<file path="config.mk">
export PLATFORM = sky130hd
export DESIGN_NAME = hex_display_bank
export DESIGN_NICKNAME = d
export VERILOG_FILES = /design/src/rtl/hex_display_pkg.sv /design/src/rtl/hex_seg_decode.sv /design/src/rtl/hex_display_bank.sv
export SDC_FILE = /design/constraint.sdc
export NUM_CORES = 1
export LEC_CHECK = 0
export CAP_MARGIN = 20
export CORE_MARGIN = 1.5
export CORE_UTILIZATION = 40
export CTS_CLUSTER_SIZE = 28
export DETAILED_ROUTE_END_ITERATION = 6
export HOLD_SLACK_MARGIN = 0.06
export PLACE_DENSITY = 0.6
export SYNTH_ARGS = -nofsm -noshare
export SYNTH_HDL_FRONTEND = slang
export SYNTH_SLANG_ARGS = --single-unit
export TNS_END_PERCENT = 10
</file>
<file path="constraint.sdc">
create_clock -name clk -period 2.8 [get_ports clk]
set_input_delay 0.28 -clock clk [delete_from_list [all_inputs] [get_ports clk]]
set_output_delay 0.28 -clock clk [all_outputs]
set_load 0.01 [all_outputs]
</file>
<file path="src/rtl/hex_display_pkg.sv">
// -----------------------------------------------------------------------------
// hex_display_pkg
// Purpose : Shared types and constants for the hex display bank: the display
//           mode enum, the fixed active-low segment patterns, and a width
//           helper for the digit-select port.
// Contents: mode_e, SEG_BLANK, SEG_ALL_ON, SEG_ZERO, sel_width()
// -----------------------------------------------------------------------------
package hex_display_pkg;

    typedef enum logic [1:0] {
        MODE_NORMAL = 2'd0,
        MODE_BLINK  = 2'd1,
        MODE_BLANK  = 2'd2,
        MODE_TEST   = 2'd3
    } mode_e;

    // Segment order is {g,f,e,d,c,b,a}; a 0 lights the segment.
    localparam logic [6:0] SEG_BLANK  = 7'b1111111;
    localparam logic [6:0] SEG_ALL_ON = 7'b0000000;
    localparam logic [6:0] SEG_ZERO   = 7'b1000000;

    // A single-digit bank still needs a 1-bit select port.
    function automatic int sel_width(input int n);
        return (n > 1) ? $clog2(n) : 1;
    endfunction

endpackage

</file>
<file path="src/rtl/hex_seg_decode.sv">
// -----------------------------------------------------------------------------
// hex_seg_decode
// Purpose : Combinational 4-bit to 7-segment decoder, active-low outputs,
//           segment order {g,f,e,d,c,b,a}. Lower-case b and d are used so that
//           B/8 and D/0 remain distinguishable.
// Ports   : i_nibble  in  [3:0]  hex value
//           o_seg     out [6:0]  active-low segment pattern
// -----------------------------------------------------------------------------
module hex_seg_decode (
    input  logic [3:0] i_nibble,
    output logic [6:0] o_seg
);

    always_comb begin
        o_seg = 7'b1111111;
        case (i_nibble)
            4'h0: o_seg = 7'b1000000;
            4'h1: o_seg = 7'b1111001;
            4'h2: o_seg = 7'b0100100;
            4'h3: o_seg = 7'b0110000;
            4'h4: o_seg = 7'b0011001;
            4'h5: o_seg = 7'b0010010;
            4'h6: o_seg = 7'b0000010;
            4'h7: o_seg = 7'b1111000;
            4'h8: o_seg = 7'b0000000;
            4'h9: o_seg = 7'b0010000;
            4'hA: o_seg = 7'b0001000;
            4'hB: o_seg = 7'b0000011;
            4'hC: o_seg = 7'b1000110;
            4'hD: o_seg = 7'b0100001;
            4'hE: o_seg = 7'b0000110;
            4'hF: o_seg = 7'b0001110;
            default: o_seg = 7'b1111111;
        endcase
    end

endmodule

</file>
<file path="src/rtl/hex_display_bank.sv">
// -----------------------------------------------------------------------------
// hex_display_bank
// Purpose : Bank of NUM_DIGITS hex digit registers driving 7-segment displays,
//           with per-digit load, whole-bank shift-in, a free-running blink
//           timer and four display modes. The segment outputs are registered,
//           so they lag the digit registers by one clock.
// Ports   : clk          in   system clock, rising edge
//           reset        in   asynchronous, active-high
//           load         in   write value into digit[sel]
//           shift        in   shift digits up, value enters digit 0 (wins over load)
//           sel          in   digit index for load; out-of-range is ignored
//           value        in   [3:0] nibble to store
//           mode         in   [1:0] NORMAL / BLINK / BLANK / TEST
//           blink_mask   in   [NUM_DIGITS-1:0] digits that blink in BLINK mode
//           hex          out  [7*NUM_DIGITS-1:0] active-low segments, digit i at [7i+6:7i]
//           blink_phase  out  1 = blinking digits visible
// -----------------------------------------------------------------------------
module hex_display_bank
    import hex_display_pkg::*;
#(
    parameter int NUM_DIGITS        = 6,
    parameter int BLINK_HALF_PERIOD = 25000000,
    localparam int SEL_W            = sel_width(NUM_DIGITS)
) (
    input  logic                    clk,
    input  logic                    reset,
    input  logic                    load,
    input  logic                    shift,
    input  logic [SEL_W-1:0]        sel,
    input  logic [3:0]              value,
    input  logic [1:0]              mode,
    input  logic [NUM_DIGITS-1:0]   blink_mask,
    output logic [7*NUM_DIGITS-1:0] hex,
    output logic                    blink_phase
);

    localparam int CNT_W = (BLINK_HALF_PERIOD > 1) ? $clog2(BLINK_HALF_PERIOD) : 1;
    localparam logic [CNT_W-1:0] CNT_LAST = CNT_W'(BLINK_HALF_PERIOD - 1);

    logic [3:0]              r_digit [NUM_DIGITS];
    logic [CNT_W-1:0]        r_blink_cnt;
    logic                    r_blink_phase;
    logic [7*NUM_DIGITS-1:0] r_hex;

    logic [6:0]              w_seg [NUM_DIGITS];
    logic [7*NUM_DIGITS-1:0] w_hex_next;
    logic                    w_sel_ok;
    mode_e                   w_mode;

    assign w_mode   = mode_e'(mode);
    assign w_sel_ok = (int'(sel) < NUM_DIGITS);

    // Digit registers: shift takes priority, an out-of-range load is dropped.
    always_ff @(posedge clk or posedge reset) begin
        if (reset) begin
            for (int i = 0; i < NUM_DIGITS; i++) begin
                r_digit[i] <= 4'h0;
            end
        end else if (shift) begin
            for (int i = NUM_DIGITS - 1; i > 0; i--) begin
                r_digit[i] <= r_digit[i-1];
            end
            r_digit[0] <= value;
        end else if (load && w_sel_ok) begin
            r_digit[sel] <= value;
        end
    end

    // Free-running blink timer; phase flips on the wrap edge.
    always_ff @(posedge clk or posedge reset) begin
        if (reset) begin
            r_blink_cnt   <= '0;
            r_blink_phase <= 1'b1;
        end else if (r_blink_cnt == CNT_LAST) begin
            r_blink_cnt   <= '0;
            r_blink_phase <= ~r_blink_phase;
        end else begin
            r_blink_cnt   <= r_blink_cnt + 1'b1;
        end
    end

    for (genvar g = 0; g < NUM_DIGITS; g++) begin : g_dec
        hex_seg_decode u_dec (
            .i_nibble (r_digit[g]),
            .o_seg    (w_seg[g])
        );
    end

    always_comb begin
        w_hex_next = '0;
        for (int i = 0; i < NUM_DIGITS; i++) begin
            case (w_mode)
                MODE_NORMAL: w_hex_next[7*i +: 7] = w_seg[i];
                MODE_BLINK:  w_hex_next[7*i +: 7] = (blink_mask[i] && !r_blink_phase)
                                                    ? SEG_BLANK : w_seg[i];
                MODE_BLANK:  w_hex_next[7*i +: 7] = SEG_BLANK;
                MODE_TEST:   w_hex_next[7*i +: 7] = SEG_ALL_ON;
                default:     w_hex_next[7*i +: 7] = w_seg[i];
            endcase
        end
    end

    always_ff @(posedge clk or posedge reset) begin
        if (reset) begin
            r_hex <= {NUM_DIGITS{SEG_ZERO}};
        end else begin
            r_hex <= w_hex_next;
        end
    end

    assign hex         = r_hex;
    assign blink_phase = r_blink_phase;

endmodule

</file>
==> results.txt <==
Gates resized during post-CTS repair numbered 0. The fraction of the cycle the final worst path needs works out to 0.754. The internal power came out at 2700 uW. The synthesized netlist occupies a cell area of 0.00524 mm2.

Data on the critical path is required at its endpoint by 3080 ps. Summed over all cells, the static leakage comes to 0.00272 uW. At the later pin of the worst-skew pair, clock insertion delay measures 350 ps. The number of clock buffers added by TritonCTS is 9.

Dividing the detail-routed wire length by the instance count gives 14.8 um. The total chip power was 3800 uW. The area growth from synthesis to layout is 20.7%. The accumulated negative setup slack was 0 ps; the largest net degree at the start of global routing was 48. For the standard-cell row count, the log shows 41.

The floorplan step defined a core boundary enclosing 0.0127 mm2. The Yosys step of the flow raised 0 warnings. The peak fanout along the critical path was 12. The worst register-to-register path has a setup slack of 690 ps.

Each instance of the synthesized netlist takes up on average 9.77 um2. For the reported net switching power, the log shows 1100 uW. Summed over all nets, the half-perimeter wirelength after detailed placement is 7.99 mm.

The via count of the first global-routing pass was 3,814. The unique cell type count in the Yosys netlist was 42; the fraction of the yosys area taken by sequential cells was 0.441. The count of endpoints failing setup in the final report is 0.

In this run, the number of DRC markers left after iteration 0 of detailed routing was 154. Die height: 117 um. TritonCTS built the clock tree. The number of detailed-route iterations in the first pass is 4.

For the worst voltage drop across the vdd grid, the log shows 374 uV. The most used flip-flop cell after synthesis is dfrtp_1. Using the TritonRoute via totals, the vias-per-cell ratio works out to 5.20. The net count after synthesis is 598, and the count of unresolved DRC violations after routing is 0. The arrival time at the worst endpoint was 2390 ps.

Power spread over the standard cell area amounts to 601 mW/mm2. By area the synthesized netlist is led by dfrtp_1 (41%), ha_1 (10%), a21oi_1 (6.4%). The number of vias in the routed layout was 3,942. Total clock sinks: 92. The clock power share is 0.341, and the top-area cell type share of the netlist area is 0.406. The share of flip-flops with an asynchronous set or reset was 1.00; the net switching fraction of the power was 0.290. The logs give 62 for the total I/O pin count and 0.170 for the overall global routing resource usage. Setup repair after global routing left no endpoint under its margin.

Kind of capture point of the worst setup path: a flop. The effective utilization at floorplan came out at 0.412. The type of the worst setup path was reg2reg.

The number of buffers between clock root and the deepest sink was 2; the slew of the pin with the lowest slew margin was 695 ps. The tools report the diode insertion count for antenna repair as 0. The tools report the cell at the root of the clock tree as clkbuf_16. Routability-driven placement finished with a final weighted congestion of 0.809. After the last flow step, the layout net total stands at 643. The post-CTS clock slew at the launch and capture registers of the worst setup and hold paths was 60 ps. Once detail routing completed, the nets flagged for antenna violations numbered 0. The number of post-CTS setup repair buffers is 0. The fraction of final layout cells sized beyond drive strength 1 works out to 0.0973. The flip-flop and latch count after synthesis was 92.

The total of max-cap violations is 0, and the H-tree level count is 3. The clock skew after layout is 3.96 ps. In this run the worst hold path is classified as in2async. The leftover overflow at the end of global routing is 0. Summed over all layers, the routed wires come to 11.2 mm.

The library cell with the highest instance count after synthesis was dfrtp_1. The number of buffers added on ports was 61. The horizontal extent of the die came out at 117 um.

The final count of hold timing violations came out at 0. The flow ran to the end, and the final reports show no timing, DRC or antenna violations. The logs give 0.223 for the relative contribution of combinational cells to total power and 0 for the number of buffers added to fix hold violations after cts.

The die covers 0.0138 mm2. The final count of pins violating max slew was 0. Count of mapped cells out of synthesis: 536. The synthesized design contains 0 enable-type register cells. The sequential share of power is 0.436, and the first-pass GRT wire length is 19.0 mm. Final hold analysis gives a worst-case slack of 186 ps.

The post-route minimum period came out at 2110 ps. Summed over all instances, the cell type with the most area after synthesis is dfrtp_1. The category of the worst setup path launch point was a flop.

The tools report the worst max-slew margin expressed relative to the limit as 0.537. Timing would allow up to 0.474 GHz. By count the netlist is led by dfrtp_1 (85), a21oi_1 (67), o21ai_0 (49), ha_1 (43), nand2_1 (41).

The run gives 0 as the initial antenna violation count.
cells in the final DEF, fill, tap and decap left out, drive strengths merged, types with 8 or more instances in the layout:
| cell type | n |
|---|---|
| mux2i | 26 |
| nor2 | 29 |
| xor2 | 9 |
| o21ai | 49 |
| ha | 43 |
| clkdlybuf4s50 | 61 |
| clkbuf | 10 |
| a21oi | 67 |
| nor3 | 9 |
| xnor2 | 8 |
| nand2 | 41 |
| nand3 | 9 |
| dfrtp | 85 |
| buf | 8 |
| inv | 32 |
| mux2 | 11 |
worst paths after layout:
path,depth (start not counted),to,start
min in group clk,1,r_blink_cnt[0],r_blink_cnt[0]
worst min register to register,1,r_blink_cnt[0],r_blink_cnt[0]
max in group asynchronous,3,hex[6],reset
worst max register to register,6,blink_phase,r_blink_cnt[0]
worst max-delay path,6,blink_phase,r_blink_cnt[0]
worst min-delay path,2,hex[28],reset
power by group through the flow:
stage / clock, uW / sequential [uW] / combinational, uW
floorplan: 0 / 1620 / 571
global placement: 0 / 1680 / 837
detailed placement: 0 / 1680 / 854
CTS: 1330 / 1660 / 860
finish: 1290 / 1660 / 848
global route: 1390 / 1690 / 954
flip-flops by register name, summed over array words and instances, names as in the netlist:
signal       flops
r_blink_cnt     25
blink_phase      1
hex             42
r_digit         24
per-stage QoR:
| stage | util | std cells | cell area, um2 | setup WS [ps] |
|---|---|---|---|---|
| floorplan | - | 536 | 5240 | 140 |
| global placement | 0.472 | 742 | 6000 | 768 |
| detailed placement | 0.472 | 742 | 6000 | 686 |
| CTS | 0.497 | 758 | 6320 | 675 |
| global route | 0.497 | 758 | 6320 | 481 |
| finish | 0.497 | 758 | 6320 | 688 |
cells by family (layout without fill, tap and decap cells):
group,Yosys count,count (layout),share of synthesized area
buffers and inverters,67,117,0.0485
AO/OA/AOI/OAI,141,141,0.147
multiplexers,43,43,0.0991
XOR/XNOR,17,17,0.0284
AND/OR/NAND/NOR,133,133,0.133
flip-flops,92,92,0.441
adder cells (fa/ha/maj),43,43,0.103
area by class of cell:
| class | count | area (um2) |
|---|---|---|
| clock buffers | 10 | 229 |
| clock inverters | 6 | 87.6 |
| fillers | 1200 | 6400 |
| inverters | 32 | 121 |
| multi-input cells | 377 | 2670 |
| flip-flops and latches | 92 | 2310 |
| well taps | 172 | 215 |
| repair buffers | 69 | 683 |
critical path, cell delays in order, from the launching register on:
cell     delay [ps]
dfrtp_1         380
ha_1            200
nand3_1         210
or2_2           370
nor4_2          430
buf_4           290
xor2_1          160
layer usage:
metal / wire length, um / part of all wire / track usage
met5: 0 / 0 / 0
met4: 116 / 0.010 / 0.0417
met3: 394 / 0.035 / 0.0404
met2: 5390 / 0.48 / 0.274
met1: 5300 / 0.47 / 0.231
Note: power is estimated with default switching activity, not from simulation.
